[src/rtl/udp_rx_payload_packer_if.sv]
// Packed-datagram output bus of udp_rx_payload_packer.
// master = packer (producer), slave = consumer.
interface udp_rx_payload_packer_if #(
  parameter int MAX_BYTES = 120
);
  logic                   pkt_valid;
  logic                   pkt_ready;
  logic [MAX_BYTES*8-1:0] pkt_data;
  logic [15:0]            pkt_length;
  logic                   pkt_truncated;
  logic                   pkt_len_err;

  modport master (
    output pkt_valid,
    output pkt_data,
    output pkt_length,
    output pkt_truncated,
    output pkt_len_err,
    input  pkt_ready
  );

  modport slave (
    input  pkt_valid,
    input  pkt_data,
    input  pkt_length,
    input  pkt_truncated,
    input  pkt_len_err,
    output pkt_ready
  );
endinterface

[src/rtl/udp_rx_payload_packer.sv]
// Collects one UDP payload burst into a right-aligned wide word and holds it
// until the consumer accepts it. Bursts that start while a datagram is still
// held are discarded and counted. MAX_BYTES must be at least 2.
module udp_rx_payload_packer #(
  parameter int MAX_BYTES = 120
) (
  input  logic                    rgmii_clk,
  input  logic                    rstn,
  input  logic                    udp_rec_data_valid,
  input  logic [7:0]              udp_rec_rdata,
  input  logic [15:0]             udp_rec_data_length,
  udp_rx_payload_packer_if.master pkt_if,
  output logic [15:0]             drop_cnt
);

  localparam int          W       = MAX_BYTES * 8;
  localparam logic [15:0] MAX_LEN = 16'(MAX_BYTES);

  localparam logic [1:0] ST_IDLE    = 2'd0;
  localparam logic [1:0] ST_COLLECT = 2'd1;
  localparam logic [1:0] ST_OUT     = 2'd2;

  // Saturating 16-bit increment shared by the byte and drop counters.
  function automatic logic [15:0] sat_inc16(input logic [15:0] v);
    logic [15:0] r;
    if (v == 16'hFFFF) begin
      r = v;
    end else begin
      r = v + 16'd1;
    end
    return r;
  endfunction

  logic [1:0]   state_r;
  logic [15:0]  byte_cnt_r;
  logic [15:0]  hdr_len_r;
  logic [W-1:0] buf_r;
  logic         pkt_valid_r;
  logic [15:0]  pkt_length_r;
  logic         pkt_truncated_r;
  logic         pkt_len_err_r;
  logic [15:0]  drop_cnt_r;
  logic         drop_active_r;
  logic         valid_prev_r;

  logic         rise_s;
  logic         take_first_s;
  logic         drop_start_s;

  // Classify this cycle: burst start edge, accepted first byte, or start of a discarded burst.
  always_comb begin
    rise_s       = udp_rec_data_valid & ~valid_prev_r;
    take_first_s = 1'b0;
    drop_start_s = 1'b0;
    if (state_r == ST_IDLE) begin
      take_first_s = udp_rec_data_valid & ~drop_active_r;
    end else if (state_r == ST_OUT) begin
      drop_start_s = rise_s;
    end else begin
      take_first_s = 1'b0;
      drop_start_s = 1'b0;
    end
  end

  // Main FSM: load the first byte, shift in the rest, then hold the result until accepted.
  always_ff @(posedge rgmii_clk or negedge rstn) begin
    if (!rstn) begin
      state_r         <= ST_IDLE;
      byte_cnt_r      <= 16'd0;
      hdr_len_r       <= 16'd0;
      buf_r           <= {W{1'b0}};
      pkt_valid_r     <= 1'b0;
      pkt_length_r    <= 16'd0;
      pkt_truncated_r <= 1'b0;
      pkt_len_err_r   <= 1'b0;
    end else begin
      case (state_r)
        ST_IDLE: begin
          if (take_first_s) begin
            // Buffer is cleared and the first byte lands in the low lane in one step.
            buf_r      <= {{(W-8){1'b0}}, udp_rec_rdata};
            byte_cnt_r <= 16'd1;
            hdr_len_r  <= udp_rec_data_length;
            state_r    <= ST_COLLECT;
          end
        end
        ST_COLLECT: begin
          if (udp_rec_data_valid) begin
            // Bytes beyond capacity are counted but not stored.
            if (byte_cnt_r < MAX_LEN) begin
              buf_r <= {buf_r[W-9:0], udp_rec_rdata};
            end
            byte_cnt_r <= sat_inc16(byte_cnt_r);
          end else begin
            pkt_valid_r     <= 1'b1;
            pkt_length_r    <= byte_cnt_r;
            pkt_truncated_r <= (byte_cnt_r > MAX_LEN);
            pkt_len_err_r   <= (byte_cnt_r != hdr_len_r);
            state_r         <= ST_OUT;
          end
        end
        ST_OUT: begin
          if (pkt_if.pkt_ready) begin
            pkt_valid_r <= 1'b0;
            state_r     <= ST_IDLE;
          end
        end
        default: begin
          pkt_valid_r <= 1'b0;
          state_r     <= ST_IDLE;
        end
      endcase
    end
  end

  // Track burst edges; a burst starting while a datagram is held is ignored to its end and counted.
  always_ff @(posedge rgmii_clk or negedge rstn) begin
    if (!rstn) begin
      valid_prev_r  <= 1'b0;
      drop_active_r <= 1'b0;
      drop_cnt_r    <= 16'd0;
    end else begin
      valid_prev_r <= udp_rec_data_valid;
      if (!udp_rec_data_valid) begin
        drop_active_r <= 1'b0;
      end else if (drop_start_s) begin
        drop_active_r <= 1'b1;
      end else begin
        drop_active_r <= drop_active_r;
      end
      if (drop_start_s) begin
        drop_cnt_r <= sat_inc16(drop_cnt_r);
      end else begin
        drop_cnt_r <= drop_cnt_r;
      end
    end
  end

  assign pkt_if.pkt_valid     = pkt_valid_r;
  assign pkt_if.pkt_data      = buf_r;
  assign pkt_if.pkt_length    = pkt_length_r;
  assign pkt_if.pkt_truncated = pkt_truncated_r;
  assign pkt_if.pkt_len_err   = pkt_len_err_r;
  assign drop_cnt             = drop_cnt_r;

endmodule
[src/flat_wrapper.sv]
// flat-port wrapper written by rule: the top's interface ports become plain ports
module udp_rx_payload_packer_flat 
#(
  parameter int MAX_BYTES = 120
)
  (rgmii_clk, rstn, udp_rec_data_valid, udp_rec_rdata, udp_rec_data_length, drop_cnt, pkt_if_pkt_valid, pkt_if_pkt_data, pkt_if_pkt_length, pkt_if_pkt_truncated, pkt_if_pkt_len_err, pkt_if_pkt_ready);
  udp_rx_payload_packer_if #(.MAX_BYTES(MAX_BYTES)) pkt_if_i ();
  input  logic rgmii_clk;
  input  logic rstn;
  input  logic udp_rec_data_valid;
  input  logic [7:0] udp_rec_rdata;
  input  logic [15:0] udp_rec_data_length;
  output logic [15:0] drop_cnt;
  output wire logic [$bits(pkt_if_i.pkt_valid)-1:0] pkt_if_pkt_valid;
  output wire logic [$bits(pkt_if_i.pkt_data)-1:0] pkt_if_pkt_data;
  output wire logic [$bits(pkt_if_i.pkt_length)-1:0] pkt_if_pkt_length;
  output wire logic [$bits(pkt_if_i.pkt_truncated)-1:0] pkt_if_pkt_truncated;
  output wire logic [$bits(pkt_if_i.pkt_len_err)-1:0] pkt_if_pkt_len_err;
  input wire logic [$bits(pkt_if_i.pkt_ready)-1:0] pkt_if_pkt_ready;
  assign pkt_if_pkt_valid = pkt_if_i.pkt_valid;
  assign pkt_if_pkt_data = pkt_if_i.pkt_data;
  assign pkt_if_pkt_length = pkt_if_i.pkt_length;
  assign pkt_if_pkt_truncated = pkt_if_i.pkt_truncated;
  assign pkt_if_pkt_len_err = pkt_if_i.pkt_len_err;
  assign pkt_if_i.pkt_ready = pkt_if_pkt_ready;
  udp_rx_payload_packer #(.MAX_BYTES(MAX_BYTES)) u_core (.rgmii_clk(rgmii_clk), .rstn(rstn), .udp_rec_data_valid(udp_rec_data_valid), .udp_rec_rdata(udp_rec_rdata), .udp_rec_data_length(udp_rec_data_length), .pkt_if(pkt_if_i), .drop_cnt(drop_cnt));
endmodule
[config.mk]
export PLATFORM = sky130hd
export DESIGN_NAME = udp_rx_payload_packer_flat
export DESIGN_NICKNAME = d
export VERILOG_FILES = /design/src/rtl/udp_rx_payload_packer_if.sv /design/src/rtl/udp_rx_payload_packer.sv /design/src/flat_wrapper.sv
export SDC_FILE = /design/constraint.sdc
export NUM_CORES = 1
export LEC_CHECK = 0
export ABC_AREA = 1
export BUFFER_PORTS_ARGS = -buffer_cell sky130_fd_sc_hd__clkbuf_2
export CORE_AREA = 3 3 398 400
export DETAILED_ROUTE_END_ITERATION = 10
export DIE_AREA = 0 0 401 403
export PLACE_DENSITY_LB_ADDON = 0.15
export SLEW_MARGIN = 30
export SYNTH_ARGS = -nofsm -noshare
export SYNTH_HDL_FRONTEND = slang
export SYNTH_SLANG_ARGS = --single-unit
export TNS_END_PERCENT = 100
[constraint.sdc]
create_clock -name rgmii_clk -period 3.8 [get_ports rgmii_clk]
set_clock_uncertainty 0.2 [all_clocks]
set_input_delay 0.57 -clock rgmii_clk [delete_from_list [all_inputs] [get_ports rgmii_clk]]
set_output_delay 0.57 -clock rgmii_clk [all_outputs]
set_load 0.05 [all_outputs]
==> impl_metrics.env <==
export IMPL_status="complete, no violations"
export IMPL_ir_drop_mv=0.5114
export IMPL_synth_edf_count=0
export IMPL_arrival_ns=3.41
export IMPL_grt_max_degree=211
export IMPL_antenna_left=0
export IMPL_regArea_mm2=0.02580
export IMPL_fin_nets=6574
export IMPL_finalCritPeriodShare=0.7728
export IMPL_dpl_hpwl_um=127600
export IMPL_vias=41680
export IMPL_ys_seq_area_frac=0.5416
export IMPL_antenna_found_initial=4
export IMPL_ys_ff_latch=1031
export IMPL_ys_flop_type="dfrtp_1"
export IMPL_avgRoutedWirePerCell_um=21.37
export IMPL_synth_distinct_cells=29
export IMPL_drv_slew=0
export IMPL_syn_cell_area_mm2=0.04763
export IMPL_leakage_nw=31.55
export IMPL_syn_area_per_cell_um2=8.351
export IMPL_pwr_density_cell_mw_per_mm2=532.3
export IMPL_worstSetupEndpointType="flip-flop"
export IMPL_nFillCells=16320
export IMPL_clk_insertion_delay_late_ns=0.75
export IMPL_cts_root_buf="clkbuf_16"
export IMPL_synthCells=5704
export IMPL_critPathKind="flip-flop to flip-flop"
export IMPL_syn_num_nets=5735
export IMPL_gp_congestion=0.8628
export IMPL_clock_sinks=1031
export IMPL_fin_setup_tns_ns=0
export IMPL_design_core_area_mm2=0.1557
export IMPL_setup_slack_ns=0.8635
export IMPL_post_cts_setup_buffers=0
export IMPL_grt_pass1_wl_um=277100
export IMPL_io_pins=1023
export IMPL_finalHoldViolCount=0
export IMPL_cts_tree="done"
export IMPL_cts_hold_buffers=26
export IMPL_row_count=145
export IMPL_required_ns=4.27
export IMPL_grt_pass1_vias=40470
export IMPL_firstDrtPassIters=6
export IMPL_hold_class="input pin to flip-flop"
export IMPL_portBuffers=1022
export IMPL_area_growth_pct=24.08
export IMPL_dieHeight_um=403
export IMPL_setup_worst_path_start_class="flip-flop"
export IMPL_preCtsSetupSlack_ns=0.8304
export IMPL_yosysTopAreaCellShare=0.5416
export IMPL_cap_violations=0
export IMPL_htreeDepth=3
export IMPL_drc=0
export IMPL_grtUsageTotal=0.2224
export IMPL_netlist_top_cells_area="dfrtp_1, nand2_1, nand3b_1"
export IMPL_setup_viol=0
export IMPL_drtIter0Drc=3520
export IMPL_routed_via_density=4.791
export IMPL_dieArea_mm2=0.1616
export IMPL_cts_max_path_buffers=3
export IMPL_overflow=0
export IMPL_rsz0062_at_grt="false"
export IMPL_drt_wl_total_um=185900
export IMPL_yosysTopAreaCell="dfrtp_1"
export IMPL_async_flop_share=1.000
export IMPL_yosys_warnings=0
export IMPL_final_layout_size_suffix_gt1_frac=0.2021
export IMPL_initial_core_util=0.3060
export IMPL_path_max_fanout=48
export IMPL_worst_slew_pin_slew_ns=0.8977
export IMPL_die_width_um=401
export IMPL_cts_made_buffers=118
export IMPL_cts_resized=0
export IMPL_fmax_ghz=0.3405
export IMPL_path_clk_slew_ns=0.06
export IMPL_slew_headroom=0.4016
export IMPL_multi_input_area_mm2=0.01972
export IMPL_period_needed_ns=2.936
[logic make-up after synthesis]
| family | after synthesis | synth area share |
|---|---|---|
| simple gates | 4105 | 0.4012 |
| buf+inv | 487 | 0.04505 |
| mux | 11 | 0.002601 |
| xor+xnor | 20 | 0.003677 |
| fa+ha+maj | 3 | 0.0007881 |
| flops | 1031 | 0.5416 |
| compound gates | 47 | 0.005043 |
[stage by stage]
| stage | hold slack, ns | cell area, um^2 | total power, mW | utilization | instances |
|---|---|---|---|---|---|
| CTS | 0.01834 | 59070 | 31.88 | 0.3795 | 8698 |
| detailed placement | 0.2624 | 54850 | 20.05 | 0.3524 | 8454 |
| global placement | 0.2570 | 54850 | 20.08 | 0.3524 | 8454 |
| floorplan | 0.07441 | 47630 | 17.38 | - | 5704 |
| global route | 0.06715 | 59100 | 32.97 | 0.3797 | 8699 |
| finish | 0.1040 | 59100 | 31.46 | 0.3797 | 8700 |
[layout make-up]
cell class | count | share of cell area
sequential | 1031 | 0.4365
clock buffer | 183 | 0.06057
tap | 2058 | 0.04357
inverter | 50 | 0.003303
timing repair buffer | 1156 | 0.1160
clock inverter | 35 | 0.006372
antenna | 1 | 0.00004234
multi-input combinational | 4186 | 0.3336
[Yosys cell counts (8+ instances only)]
| cell type | count |
|---|---|
| buf_2 | 178 |
| dfrtp_1 | 1031 |
| nand4_1 | 12 |
| nor2_1 | 57 |
| o21ai_0 | 39 |
| mux2_2 | 11 |
| nand3_1 | 36 |
| buf_4 | 9 |
| buf_6 | 8 |
| xor2_1 | 16 |
| inv_1 | 47 |
| nand3b_1 | 954 |
| buf_1 | 49 |
| clkbuf_1 | 192 |
| nand2_1 | 3028 |
| nor3_1 | 8 |
[layout by cell type (no fill, tap or decap), types with 3 or more instances in the layout]
master            n
nand2_1        3028
dfrtp_1        1031
clkbuf_2       1021
nand3b_1        954
clkbuf_16       120
nor2_1           57
buf_4            56
buf_12           51
inv_1            47
o21ai_0          39
nand3_1          36
clkbuf_8         34
clkbuf_1         29
clkinv_2         26
dlygate4sd3_1    26
xor2_1           16
nand4_1          12
mux2_2           11
nor3_1            8
a21oi_1           5
xnor2_1           4
bufinv_16         4
nand2_2           3
nand2_8           3
ha_1              3
clkinv_16         3
[final timing paths]
path | startpoint | to | slack, ns | cells after the start
setup / recovery | u_core.byte_cnt_r[5] | u_core.pkt_if.pkt_data[311] | 0.86 | 9
hold / removal | pkt_if_pkt_ready | u_core.state_r[1] | 0.10 | 3
setup reg to reg | u_core.byte_cnt_r[5] | u_core.pkt_if.pkt_data[311] | 0.86 | 9
hold reg to reg | u_core.pkt_if.pkt_data[952] | u_core.pkt_if.pkt_data[952] | 0.27 | 2
max in group asynchronous | rstn | u_core.pkt_if.pkt_data[209] | 2.09 | 3
min in group asynchronous | rstn | u_core.pkt_if.pkt_data[639] | 0.14 | 2
[power by group]
part           switching (mW)  total, mW  internal [mW]
clock                    4.92       11.7           6.73
sequential              0.272       11.5           11.3
combinational            6.84       8.27           1.43
total                    12.0       31.5           19.4
[state kept, by name, summed over array words and instances, names as in the netlist]
signal,cells
u_core.drop_cnt,16
u_core.pkt_if.pkt_truncated,1
u_core.valid_prev_r,1
u_core.state_r,2
u_core.pkt_if.pkt_length,16
u_core.pkt_if.pkt_len_err,1
u_core.drop_active_r,1
u_core.byte_cnt_r,16
u_core.pkt_if.pkt_valid,1
u_core.hdr_len_r,16
u_core.pkt_if.pkt_data,960
[metal layers]
layer / global-route usage / vias up / share of wire
met1: 0.2948 / 20530 / 0.43
met5: 0 / - / 0.000070
met4: 0.1002 / 2 / 0.047
li1: - / 19690 / -
met2: 0.3368 / 1181 / 0.44
met3: 0.06341 / 278 / 0.074
[worst max-delay path: stages, from the launching register on]
cell	delay (ns)
dfrtp_1	0.50
nand2_1	0.16
nor2_2	0.20
nor2_2	0.06
nand2_2	0.12
nand2_8	0.30
nand2_8	0.47
buf_4	0.52
nand2_1	0.11
nand2_1	0.08
Power figures use the tool's default switching activity.
